**src/rtl/sub32_serial.sv**
```systemverilog
// Multi-cycle subtractor: computes a - b - b_in one SLICE-bit ripple slice per clock,
// then registers difference, borrow-out, zero and signed-overflow flags.
module sub32_serial #(
    parameter int WIDTH = 32,
    parameter int SLICE = 4
) (
    input  logic             clk,
    input  logic             rst_n,
    input  logic             start,
    input  logic [WIDTH-1:0] a,
    input  logic [WIDTH-1:0] b,
    input  logic             b_in,
    output logic             ready,
    output logic             done,
    output logic [WIDTH-1:0] diff_o,
    output logic             b_o,
    output logic             zero_o,
    output logic             ovf_o
);

    // state | meaning
    // IDLE  | ready=1, waiting for start
    // RUN   | one slice subtracted per edge
    // DONE  | done=1 for one cycle, results valid
    localparam logic [1:0] S_IDLE = 2'd0;
    localparam logic [1:0] S_RUN  = 2'd1;
    localparam logic [1:0] S_DONE = 2'd2;

    localparam int NSLICE = WIDTH / SLICE;
    localparam int CNT_W  = (NSLICE > 1) ? $clog2(NSLICE) : 1;
    localparam logic [CNT_W-1:0] CNT_LAST = CNT_W'(NSLICE - 1);

    logic [1:0]       state_q, state_d;
    logic [CNT_W-1:0] cnt_q, cnt_d;
    logic [WIDTH-1:0] a_q, a_d;
    logic [WIDTH-1:0] b_q, b_d;
    logic             a_msb_q, a_msb_d;
    logic             b_msb_q, b_msb_d;
    logic             bor_q, bor_d;
    logic [WIDTH-1:0] acc_q, acc_d;
    logic             ready_q, ready_d;
    logic             done_q, done_d;
    logic [WIDTH-1:0] diff_q, diff_d;
    logic             b_o_q, b_o_d;
    logic             zero_q, zero_d;
    logic             ovf_q, ovf_d;

    logic [SLICE:0]   slice_res;
    logic [WIDTH-1:0] acc_next;

    // Operands shift right each cycle so the active slice is always the low bits;
    // slice results enter the accumulator from the top and land in place after NSLICE shifts.
    always_comb begin
        slice_res = {1'b0, a_q[SLICE-1:0]} - {1'b0, b_q[SLICE-1:0]} - {{SLICE{1'b0}}, bor_q};
        acc_next  = (acc_q >> SLICE) | (WIDTH'(slice_res[SLICE-1:0]) << (WIDTH - SLICE));
    end

    always_comb begin
        state_d = state_q;
        cnt_d   = cnt_q;
        a_d     = a_q;
        b_d     = b_q;
        a_msb_d = a_msb_q;
        b_msb_d = b_msb_q;
        bor_d   = bor_q;
        acc_d   = acc_q;
        ready_d = ready_q;
        done_d  = 1'b0;
        diff_d  = diff_q;
        b_o_d   = b_o_q;
        zero_d  = zero_q;
        ovf_d   = ovf_q;

        case (state_q)
            S_IDLE: begin
                if (start) begin
                    a_d     = a;
                    b_d     = b;
                    a_msb_d = a[WIDTH-1];
                    b_msb_d = b[WIDTH-1];
                    bor_d   = b_in;
                    acc_d   = '0;
                    cnt_d   = '0;
                    ready_d = 1'b0;
                    state_d = S_RUN;
                end
            end
            S_RUN: begin
                a_d   = a_q >> SLICE;
                b_d   = b_q >> SLICE;
                bor_d = slice_res[SLICE];
                acc_d = acc_next;
                cnt_d = cnt_q + 1'b1;
                if (cnt_q == CNT_LAST) begin
                    state_d = S_DONE;
                    done_d  = 1'b1;
                    diff_d  = acc_next;
                    b_o_d   = slice_res[SLICE];
                    zero_d  = (acc_next == '0);
                    ovf_d   = (a_msb_q != b_msb_q) && (acc_next[WIDTH-1] != a_msb_q);
                end
            end
            S_DONE: begin
                ready_d = 1'b1;
                state_d = S_IDLE;
            end
            default: begin
                ready_d = 1'b1;
                state_d = S_IDLE;
            end
        endcase
    end

    always_ff @(posedge clk or negedge rst_n) begin
        if (!rst_n) begin
            state_q <= S_IDLE;
            cnt_q   <= '0;
            a_q     <= '0;
            b_q     <= '0;
            a_msb_q <= 1'b0;
            b_msb_q <= 1'b0;
            bor_q   <= 1'b0;
            acc_q   <= '0;
            ready_q <= 1'b1;
            done_q  <= 1'b0;
            diff_q  <= '0;
            b_o_q   <= 1'b0;
            zero_q  <= 1'b0;
            ovf_q   <= 1'b0;
        end else begin
            state_q <= state_d;
            cnt_q   <= cnt_d;
            a_q     <= a_d;
            b_q     <= b_d;
            a_msb_q <= a_msb_d;
            b_msb_q <= b_msb_d;
            bor_q   <= bor_d;
            acc_q   <= acc_d;
            ready_q <= ready_d;
            done_q  <= done_d;
            diff_q  <= diff_d;
            b_o_q   <= b_o_d;
            zero_q  <= zero_d;
            ovf_q   <= ovf_d;
        end
    end

    assign ready  = ready_q;
    assign done   = done_q;
    assign diff_o = diff_q;
    assign b_o    = b_o_q;
    assign zero_o = zero_q;
    assign ovf_o  = ovf_q;

endmodule

```
**config.mk**
```make
export PLATFORM = sky130hd
export DESIGN_NAME = sub32_serial
export DESIGN_NICKNAME = d
export VERILOG_FILES = /design/src/rtl/sub32_serial.sv
export SDC_FILE = /design/constraint.sdc
export NUM_CORES = 1
export LEC_CHECK = 0
export CORE_ASPECT_RATIO = 1.1
export CORE_MARGIN = 10
export CORE_UTILIZATION = 60
export DETAILED_ROUTE_END_ITERATION = 6
export DONT_BUFFER_PORTS = 1
export PLACE_DENSITY_LB_ADDON = 0.05
export SETUP_SLACK_MARGIN = 0.5
export SLEW_MARGIN = 20
export SYNTH_ARGS = -nofsm -noshare
export SYNTH_HDL_FRONTEND = slang
export SYNTH_SLANG_ARGS = --single-unit
```
**constraint.sdc**
```tcl
create_clock -name clk -period 2.7 [get_ports clk]
set_input_delay 0.27 -clock clk [delete_from_list [all_inputs] [get_ports clk]]
set_output_delay 0.27 -clock clk [all_outputs]
set_load 0.005 [all_outputs]
```
### Yosys cells after proc, flatten, opt, wreduce, memory -nomap -nowiden

Cells that the tools add are included.

* bits in registers: 141
* bits in latches: 0
* bits in writable memories: 0
* memory bits (read-only): 0
* output and inout bits: 37
* logic and storage cells: 51
* memories kept: 0

* add/subtract/negate cells: 3
* $mul: 0
* div/mod/pow operators: 0
* order comparisons: 0
* equality and inequality tests: 6
* shifts and indexed selects: 0
* muxes and demuxes: 17
* bitwise gates (word level): 2
* reductions and logical operators: 9

Operators by type and width (count)
* case mux 32 bit (2 select lines): 3
* 2-to-1 mux 32 bit: 3
* zero test 32 bit: 1
* OR 28 x 32 -> 32 bit: 1
* AND reduction 2 bit: 5
* case mux 3 bit (2 select lines): 1
* subtractor 4 x 4 -> 5 bit: 1
* subtractor 5 x 1 -> 5 bit: 1
* 2-to-1 mux 1 bit: 4
* 2-to-1 mux 2 bit: 2
* != test 2 bit, second input constant: 2
* case mux 1 bit (2 select lines): 2
* case mux 2 bit (2 select lines): 1
* adder 3 x 1 -> 3 bit, second input constant: 1
* == test 3 bit, second input constant: 1
* 2-to-1 mux 3 bit: 1
* == test 2 x 1 -> 1 bit, second input constant: 1
* zero test 2 bit: 1
* != test 1 bit: 2
* nonzero test 2 bit: 1
* logical AND 1 bit: 1
* inverter 1 bit: 1

### Longest topological paths before layout

Gate-level depths: netlist of run 1.

* depth in word-level cells: 5
* gate-level depth with buffers: 8
* depth with buffers taken out: 8

### Least setup slack after synthesis of run 1

OpenSTA, ideal clock, no wires.

* path type: register to register
* from: register a_q[0]
* to: register zero_q, in the netlist zero_o
* setup time: 103 ps
* data arrival time: 2110 ps
* data required time: 2597 ps
* slack: 487 ps
* cell stages (with the launch flop): 8
* cell sequence: dfrtp_1 fa_1 inv_1 ha_1 o21a_1 or3_4 and2_4 o41ai_2

* word-level cells in the longest chain between the ends: 4

RTL lines
* start, declared: RTL line 35 `logic [WIDTH-1:0] a_q, a_d;`
* start signal, assigned: RTL line 118 `a_q <= '0;`
* start signal, assigned: RTL line 133 `a_q <= a_d;`
* subtractor 4 x 4 -> 5 bit: RTL line 54 `slice_res = {1'b0, a_q[SLICE-1:0]} - {1'b0, b_q[SLICE-1:0]} - {{SLICE{1'b0}}, bor_q};`
* subtractor 5 x 1 -> 5 bit: RTL line 54
* OR 28 x 32 -> 32 bit: RTL line 55 `acc_next = (acc_q >> SLICE) | (WIDTH'(slice_res[SLICE-1:0]) << (WIDTH - SLICE));`
* zero test 32 bit: RTL line 99 `zero_d = (acc_next == '0);`
* end signal, assigned: RTL line 143 `zero_q <= zero_d;`
* end, declared: RTL line 45 `logic zero_q, zero_d;`

No other way between the ends.
A chain may end at the register's enable or synchronous reset.

### Worst setup path in the final report of run 1

* from: register b_q[0]
* to: register ovf_q, in the netlist ovf_o

* word-level cells in the longest chain between the ends: 5

RTL lines
* start, declared: RTL line 36 `logic [WIDTH-1:0] b_q, b_d;`
* start signal, assigned: RTL line 119 `b_q <= '0;`
* start signal, assigned: RTL line 134 `b_q <= b_d;`
* subtractor 4 x 4 -> 5 bit: RTL line 54
* subtractor 5 x 1 -> 5 bit: RTL line 54
* OR 28 x 32 -> 32 bit: RTL line 55
* != test 1 bit: RTL line 100 `ovf_d = (a_msb_q != b_msb_q) && (acc_next[WIDTH-1] != a_msb_q);`
* logical AND 1 bit: RTL line 100
* end signal, assigned: RTL line 144 `ovf_q <= ovf_d;`
* end, declared: RTL line 46 `logic ovf_q, ovf_d;`

No other way between the ends.

==> results of run 1 <==
-- critical path: stages (launching register included) --
cell     delay [ns]
dfrtp_1        0.35
inv_2          0.05
fa_2           0.57
inv_1          0.05
ha_2           0.16
o21a_1         0.18
or3_4          0.36
and2_4         0.19
a211o_2        0.28
-- final cells by class --
cell class                 instances  area (µm²)
timing repair buffer              75         748
sequential                       137        3430
tap                              117         146
fill                             618        2300
clock buffer                      22         453
clock inverter                     8        97.6
inverter                          11        41.3
multi-input combinational        298        2230
-- cell usage in the layout (no fill, tap or decap), types with 7 or more instances in the layout --
cell           instances
dfrtp_1              136
inv_1                 10
nand2_1               66
o21ai_0               42
mux2_2                30
dlygate4sd3_1         64
mux2i_1               56
buf_4                  9
a22o_1                35
o21ai_1               20
ha_1                   7
clkbuf_16             16
-- flip-flops by register name, indices dropped and copies added, names as in the netlist, 2 cells and up --
signal	cells
state_q	2
diff_o	32
cnt_q	3
b_q	32
acc_q	28
a_q	32
-- layer usage --
| metal | GRT usage | part of all wire | vias up |
|---|---|---|---|
| li1 | - | - | 1809 |
| met1 | 0.223 | 0.43 | 1904 |
| met2 | 0.306 | 0.50 | 92 |
| met3 | 0.0644 | 0.056 | 18 |
| met4 | 0.0619 | 0.013 | 0 |
| met5 | 0 | 0 | - |
-- what timing repair did --
action | in CTS | in global routing
setup buffers | 0 | 1
setup endpoints to repair | 4 | 6
pin swaps | 3 | 1
hold endpoints to repair | 203 | 137
gates resized for setup | 2 | 5
cloned | 0 | 0
-- cell families after synthesis --
logic type,count (synthesis),share of synthesized area
xor+xnor,3,0.00450
simple gates,92,0.0690
buf+inv,42,0.0379
fa+ha+maj,10,0.0240
flops,137,0.587
compound gates,106,0.121
mux,87,0.156
-- power by group through the flow --
| stage | combinational (W) | sequential [W] | clock (W) |
|---|---|---|---|
| 6_report | 0.00300 | 0.00370 | 0.00216 |
| 5_1_grt | 0.00338 | 0.00383 | 0.00228 |
| 4_1_cts | 0.00296 | 0.00371 | 0.00220 |
| 3_5_place_dp | 0.00286 | 0.00374 | 0 |
| 3_3_place_gp | 0.00274 | 0.00370 | 0 |
| 2_1_floorplan | 0.00242 | 0.00348 | 0 |
-- how the worst max path moves through the flow --
stage / end / slack (ns) / cells past startpoint
global placement: ovf_o / 0.47 / 8
floorplan: ovf_o / 0.50 / 8
CTS: ovf_o / 0.43 / 8
global route: ovf_o / 0.32 / 8
detailed placement: ovf_o / 0.38 / 8
finish: ovf_o / 0.40 / 8
-- stage by stage --
step | total power, W | setup slack (ns) | cells | utilization | hold slack, ns
2_1_floorplan | 0.00590 | 0.501 | 477 | - | -0.0256
3_3_place_gp | 0.00644 | 0.465 | 573 | 0.627 | -0.0213
3_5_place_dp | 0.00660 | 0.377 | 573 | 0.627 | -0.0211
4_1_cts | 0.00886 | 0.425 | 667 | 0.753 | -0.576
5_1_grt | 0.00949 | 0.318 | 668 | 0.756 | -0.582
6_report | 0.00886 | 0.397 | 668 | 0.756 | -0.556
==> flow_metrics.tcl, run 1 <==
set metrics [dict create \
    gp_congestion 0.796 \
    start_util 0.618 \
    track_usage 0.185 \
    ff2ff_path_depth 8 \
    worstReg2RegStart "b_q[0]" \
    syn2layout_area_growth_pct 22.3 \
    power_frac_seq 0.417 \
    ys_top_cells_by_count "dfrtp_1, nand2_1, mux2i_1" \
    grt_pass1_wl_um 20800 \
    clock_latency_ns 0.52 \
    r2r-end "ovf_o" \
    chipWidth_um 114 \
    cts_max_level 4 \
    fmax_ghz 0.434 \
    synth_area_leader_cell "dfrtp_1" \
    wl_per_cell_um 18.7 \
    fin_crit_sh 0.853 \
    vias_per_cell 5.72 \
    wl_um 12500 \
    synth_top_area_frac 0.583 \
    vias 3823 \
    gr-total-overflow 0 \
    final_area_mm2 0.00714 \
    p_comb_frac 0.339 \
    worst_hold_slack_ns -0.556 \
    cp_max_fo 4 \
    clockBufferDepth 2 \
    criticalPathCategory "flop to flop" \
    drive_gt1_frac 0.149 \
    slew_viol_final 0 \
    placed_cell_area_mm2 0.00592 \
    worstSetupStartpoint "b_q[0]" \
    drt-pass1-iter-count 4 \
    violations "negative hold slack" \
    die_y_um 123 \
    cts_root_buffer "clkbuf_8" \
    cp_data_required_time_ns 3.10 \
    cts.sinks 137 \
    async_flop_share 1.00 \
    drt_iter0_drc 192 \
    synth_fp_nets 555 \
    cts_buffers 17 \
    status "complete, but fails checks" \
    power.density_mw_per_mm2 1240 \
    syn_area_mm2 0.00584 \
    rsz0062_at_grt "yes" \
    synthTopCellsByArea "dfrtp_1, mux2i_1, mux2_2" \
    finalNetCount 618 \
    hold_violations 138 \
    internal_power_w 0.00583 \
    yosys_warnings 0 \
    final_antenna_net_count 0 \
    worst_pin_slew_ns 0.658 \
    relSlewSlack 0.560 \
    synth.distinct_cells 40 \
    ys_ff_latch 137 \
    antenna_found_initial 0 \
    avgSynthCellArea_um2 12.2 \
    syn_inst 477 \
    io_pins 105 \
    power.net_switching_w 0.00303 \
    hpwl_um 7960 \
    vdd_drop_max_mv 0.624 \
    clk_pin_slew_worst_paths_ns 0.06 \
    grt_max_degree 138 \
    synth_most_common_cell "dfrtp_1" \
    grt_pass1_vias 4072 \
    drc 0 \
    core.rowCount 37 \
    min_path_type "primary input to async pin" \
    hold_buffers 64 \
    arrival_ns 2.71 \
    ys.flop_type "dfrtp_1" \
    p_leak_nw 3.39 \
    ys_seq_area_frac 0.587 \
    cp-end-kind "flop" \
    setup_tns_ns 0 \
    synth_edf_count 0 \
    dieArea_mm2 0.0141 \
    drv_cap 0 \
    skew_ns 0.0103 \
    setup_viol 0 \
    diodes 0 \
    finalCriticalPeriod_ns 2.30 \
    cts_tree "built" \
    port_buffers 0 \
    r2r_slack_ns 0.40 \
    p_sw_frac 0.342 \
    startpoint_type "flop" \
    core_area_mm2 0.00944 \
    p_clk_frac 0.244 \
]
Note: power is estimated with default switching activity, not from simulation.
==> inputs of run 2 (changes only) <==
Settings changed: CORE_UTILIZATION 60 to 57.
Clock period 2.7 ns to 2.03 ns, I/O delays scaled along.
==> run 2 against run 1 <==
The flow finishes with violations (negative hold slack, negative setup slack). Global-route usage increased by 0.59 points. Cell count grew 4.8%. Worst hold slack lost 0.079 ns. Largest power group unchanged. Highest routed layer unchanged.
==> flow_metrics.tcl, run 2 (same netlist as run 1, synthesis figures left out) <==
set metrics [dict create \
    gp_congestion 0.788 \
    violations "negative hold slack, negative setup slack" \
    crit_family "adder cells" \
    endpoint "ovf_o" \
    relSlewSlack 0.579 \
    track_usage 0.191 \
    clockBufferDepth 2 \
    regArea_mm2 0.00343 \
    worstSetupPathDepth 8 \
    drv_cap 0 \
    vdd_drop_max_mv 0.743 \
    crit_path_frequent_cell "inv_2" \
    hpwl_um 8270 \
    startpoint_type "flop" \
    cts_max_level 4 \
    io_pins 105 \
    final_cell_mix "dfrtp_1, nand2_1, dlygate4sd3_1" \
    cp_num_buf_inv 2 \
    finalCriticalPeriod_ns 2.31 \
    worstReg2RegStart "bor_q" \
    drt-pass1-iter-count 5 \
    multi_input_area_mm2 0.00238 \
    gr-total-overflow 0 \
    r2r-end "ovf_o" \
    cpPeakStageDelay_ns 0.59 \
    rsz0062_at_grt "yes" \
    syn2layout_area_growth_pct 32.2 \
    vias_per_cell 5.79 \
    cts_buffers 17 \
    fin_util 0.777 \
    ff2ff_path_depth 8 \
    place_inst 581 \
    dieArea_mm2 0.0147 \
    port_buffers 0 \
    finalNetCount 645 \
    status "complete, but fails checks" \
    cts_tree "built" \
    diodes 0 \
    final_antenna_net_count 0 \
    p_leak_nw 3.75 \
    vias 4050 \
    drive_gt1_frac 0.212 \
    hold_buffers 66 \
    r2r_slack_ns -0.28 \
    clk_pin_slew_worst_paths_ns 0.06 \
    cts.sinks 137 \
    hold_violations 137 \
    min_path_type "primary input to async pin" \
    fmax_ghz 0.433 \
    cp_data_required_time_ns 2.44 \
    power.density_mw_per_mm2 1690 \
    drt_iter0_drc 279 \
    drc 0 \
    core_area_mm2 0.00994 \
    timing.final.ws_setup_ns -0.282 \
    grt_pass1_vias 4355 \
    crit_slowest_cell "fa_2" \
    num-fill-cells 596 \
    post-place-ws_ns -0.246 \
    wl_um 13700 \
    arrival_ns 2.72 \
    skew_ns 0.00625 \
    setup_tns_ns -1.00 \
    grt_pass1_wl_um 22300 \
    worst_hold_slack_ns -0.635 \
    cp-end-kind "flop" \
    cp_cell_sequence "inv_2, fa_2, inv_2, ha_4, o21a_1, or3_4, and2_4, a211o_2" \
    power_w 0.0130 \
    core.rowCount 38 \
    slew_viol_final 0 \
    final_common_cell "dfrtp_1" \
    worstSetupStartpoint "bor_q" \
    wl_per_cell_um 19.6 \
    cp_max_fo 4 \
    fin_crit_sh 1.14 \
    stdcell_count 700 \
    worst_pin_slew_ns 0.626 \
    antenna_found_initial 0 \
    die_y_um 126 \
    chipWidth_um 116 \
    clock_latency_ns 0.53 \
    criticalPathCategory "flop to flop" \
    start_util 0.588 \
    cts_root_buffer "clkbuf_8" \
    setup_viol 4 \
    grt_max_degree 138 \
]
==> run 2: cell types whose count changed in the layout (fill, tap and decap cells not counted), moves of 3 or more <==
cell / change
mux2_4: +28
buf_12: +6
clkinv_2: +3
buf_6: +8
clkbuf_1: -3
inv_1: -3
inv_2: +3
buf_4: +8
mux2_2: -28
==> run 2: what timing repair did <==
action | in CTS | in global routing
pin swaps | 1 | 2
resized for setup | 32 | 22
setup endpoints to repair | 42 | 82
buffers inserted | 12 | 6
cloned | 2 | 1
hold endpoints to repair | 205 | 137
==> run 2: layout make-up <==
class                           instances  area share
Clock buffer                           19      0.0572
Sequential cell                       137       0.444
Inverter                               11     0.00535
Multi-Input combinational cell        298       0.309
Tap cell                              120      0.0195
Timing Repair Buffer                  102       0.145
Clock inverter                         13      0.0196
==> run 2: worst min path at each step <==
stage / depth (start not counted) / to / startpoint
after floorplan: 0 / a_msb_q / rst_n
after global placement: 0 / diff_o[22] / rst_n
after detailed placement: 0 / diff_o[22] / rst_n
after CTS: 0 / a_q[20] / rst_n
after global routing: 0 / diff_o[18] / rst_n
final: 0 / diff_o[24] / rst_n
==> run 2: where the power goes <==
group | total [W] | leakage [nW] | switching, W | internal, W
logic | 0.00498 | 1.73 | 0.00226 | 0.00272
registers | 0.00498 | 1.73 | 0.00100 | 0.00398
clock network | 0.00308 | 0.289 | 0.00116 | 0.00192
==> run 2: per-stage QoR <==
stage / hold slack [ns] / cell area [µm²]
after floorplan: -0.0926 / 5910
after global placement: -0.0883 / 6030
after detailed placement: -0.0882 / 6030
after CTS: -0.646 / 7560
after global routing: -0.649 / 7720
final: -0.635 / 7720
==> run 2: layer usage <==
layer  track usage  wire length [µm]  vias to the layer above
met1         0.233              5660                     2023
li1              -                 -                     1879
met2         0.313              6940                      121
met5             0                 0                        -
met4        0.0766               263                        0
met3        0.0513               858                       27
==> inputs of run 3 (changes only) <==
Settings changed: CORE_UTILIZATION 57 to 60, PLACE_DENSITY set to 0.8, PLACE_DENSITY_LB_ADDON 0.05 to unset, SLEW_MARGIN 20 to unset.
Clock period 2.03 ns to 2.55 ns, I/O delays scaled along.
==> run 3 against run 2 <==
The run ends with negative hold slack left. Sequential share of layout area is 3.3 points higher. Power is 26% lower. Worst setup slack better by 0.54 ns. Via count is 4.7% lower. Cell area is 6.9% lower.
==> flow_metrics.tcl, run 3 (same netlist as run 1, synthesis figures left out) <==
set metrics [dict create \
    clock_latency_ns 0.52 \
    cp_cell_sequence "inv_2, fa_2, inv_2, ha_2, o21a_1, or3_4, and2_4, a211o_2" \
    post-place-ws_ns 0.263 \
    grt_max_degree 138 \
    p_leak_nw 3.41 \
    hold_violations 137 \
    arrival_ns 2.69 \
    cp_data_required_time_ns 2.95 \
    track_usage 0.191 \
    final_area_mm2 0.00718 \
    final_cell_mix "dfrtp_1, nand2_1, dlygate4sd3_1" \
    regArea_mm2 0.00343 \
    fmax_ghz 0.437 \
    wl_um 13000 \
    clk_pin_slew_worst_paths_ns 0.06 \
    vias_per_cell 5.77 \
    final_common_cell "dfrtp_1" \
    violations "negative hold slack" \
    num-fill-cells 603 \
    drt_iter0_drc 262 \
    syn2layout_area_growth_pct 23.0 \
    setup_viol 0 \
    crit_family "adder cells" \
    dieArea_mm2 0.0141 \
    cp_num_buf_inv 2 \
    vias 3860 \
    grt_pass1_wl_um 21300 \
    placed_cell_area_mm2 0.00591 \
    status "complete, but fails checks" \
    slew_viol_final 0 \
    gr-total-overflow 0 \
    crit_path_frequent_cell "inv_2" \
    cts_max_level 4 \
    timing.final.ws_setup_ns 0.261 \
    cts_buffers 17 \
    r2r_slack_ns 0.26 \
    chipWidth_um 114 \
    startpoint_type "flop" \
    vdd_drop_max_mv 0.725 \
    core.rowCount 37 \
    cp_max_fo 4 \
    cp-end-kind "flop" \
    hold_buffers 64 \
    drt-pass1-iter-count 5 \
    gp_congestion 0.788 \
    cts.sinks 137 \
    power.density_mw_per_mm2 1340 \
    wl_per_cell_um 19.4 \
    setup_tns_ns 0 \
    cts_root_buffer "clkbuf_8" \
    ff2ff_path_depth 8 \
    die_y_um 123 \
    io_pins 105 \
    multi_input_area_mm2 0.00223 \
    finalCriticalPeriod_ns 2.29 \
    worst_pin_slew_ns 0.546 \
    finalNetCount 616 \
    worst_hold_slack_ns -0.567 \
    criticalPathCategory "flop to flop" \
    skew_ns 0.00994 \
    cts_tree "built" \
    relSlewSlack 0.636 \
    start_util 0.618 \
    port_buffers 0 \
    antenna_found_initial 1 \
    min_path_type "primary input to async pin" \
    worstSetupStartpoint "b_q[0]" \
    drive_gt1_frac 0.154 \
    hpwl_um 8100 \
    drc 0 \
    worstReg2RegStart "b_q[0]" \
    clockBufferDepth 2 \
    cpPeakStageDelay_ns 0.59 \
    drv_cap 0 \
    core_area_mm2 0.00944 \
    grt_pass1_vias 4099 \
    fin_crit_sh 0.898 \
    crit_slowest_cell "fa_2" \
    final_antenna_net_count 0 \
    rsz0062_at_grt "yes" \
    r2r-end "ovf_o" \
]
run 3: changes by cell type in the layout (fill, tap and decap cells not counted), sizes merged, moves of 2 or more:
cell / previous run / this run
buf: 35 / 9
clkbuf: 20 / 22
clkinv: 7 / 4
dlygate4sd3: 66 / 64
run 3: cell type report:
| class | count | share of cell area |
|---|---|---|
| clock inverter | 10 | 0.0197 |
| antenna | 1 | 0.000348 |
| sequential | 137 | 0.477 |
| multi-input combinational | 298 | 0.310 |
| tap | 117 | 0.0204 |
| inverter | 11 | 0.00575 |
| timing repair buffer | 73 | 0.102 |
| clock buffer | 22 | 0.0644 |
run 3: how the worst max path moves through the flow:
| stage | end | slack [ns] | depth (start not counted) |
|---|---|---|---|
| 2_1_floorplan | ovf_o | 0.38 | 8 |
| 3_3_place_gp | ovf_o | 0.35 | 8 |
| 3_5_place_dp | ovf_o | 0.26 | 8 |
| 4_1_cts | ovf_o | 0.28 | 8 |
| 5_1_grt | ovf_o | 0.19 | 8 |
| 6_report | ovf_o | 0.26 | 8 |
run 3: what timing repair did:
action	CTS	global route
resized for setup	2	6
endpoints found under the hold margin	203	137
buffers inserted	1	0
pin swaps	3	5
endpoints found under the setup margin	6	6
run 3: per-stage QoR:
step           utilization  hold WS, ns  total power, W  instances
4_1_cts              0.758       -0.589         0.00960        668
3_5_place_dp         0.625      -0.0348         0.00700        571
6_report             0.761       -0.567         0.00962        669
2_1_floorplan            -      -0.0406         0.00625        477
3_3_place_gp         0.625      -0.0345         0.00677        571
5_1_grt              0.761       -0.589          0.0103        669
run 3: metal layers:
layer | part of all wire | track usage | wire length, µm
met5 | 0 | 0 | 0
met4 | 0.017 | 0.0713 | 216
met3 | 0.070 | 0.0678 | 913
met2 | 0.51 | 0.318 | 6630
met1 | 0.40 | 0.222 | 5200
run 3: power by group:
| part | internal (W) | leakage, nW | switching (W) |
|---|---|---|---|
| clock | 0.00157 | 0.292 | 0.000903 |
| combinational | 0.00158 | 1.39 | 0.00164 |
| sequential | 0.00317 | 1.73 | 0.000759 |
| total | 0.00632 | 3.41 | 0.00330 |
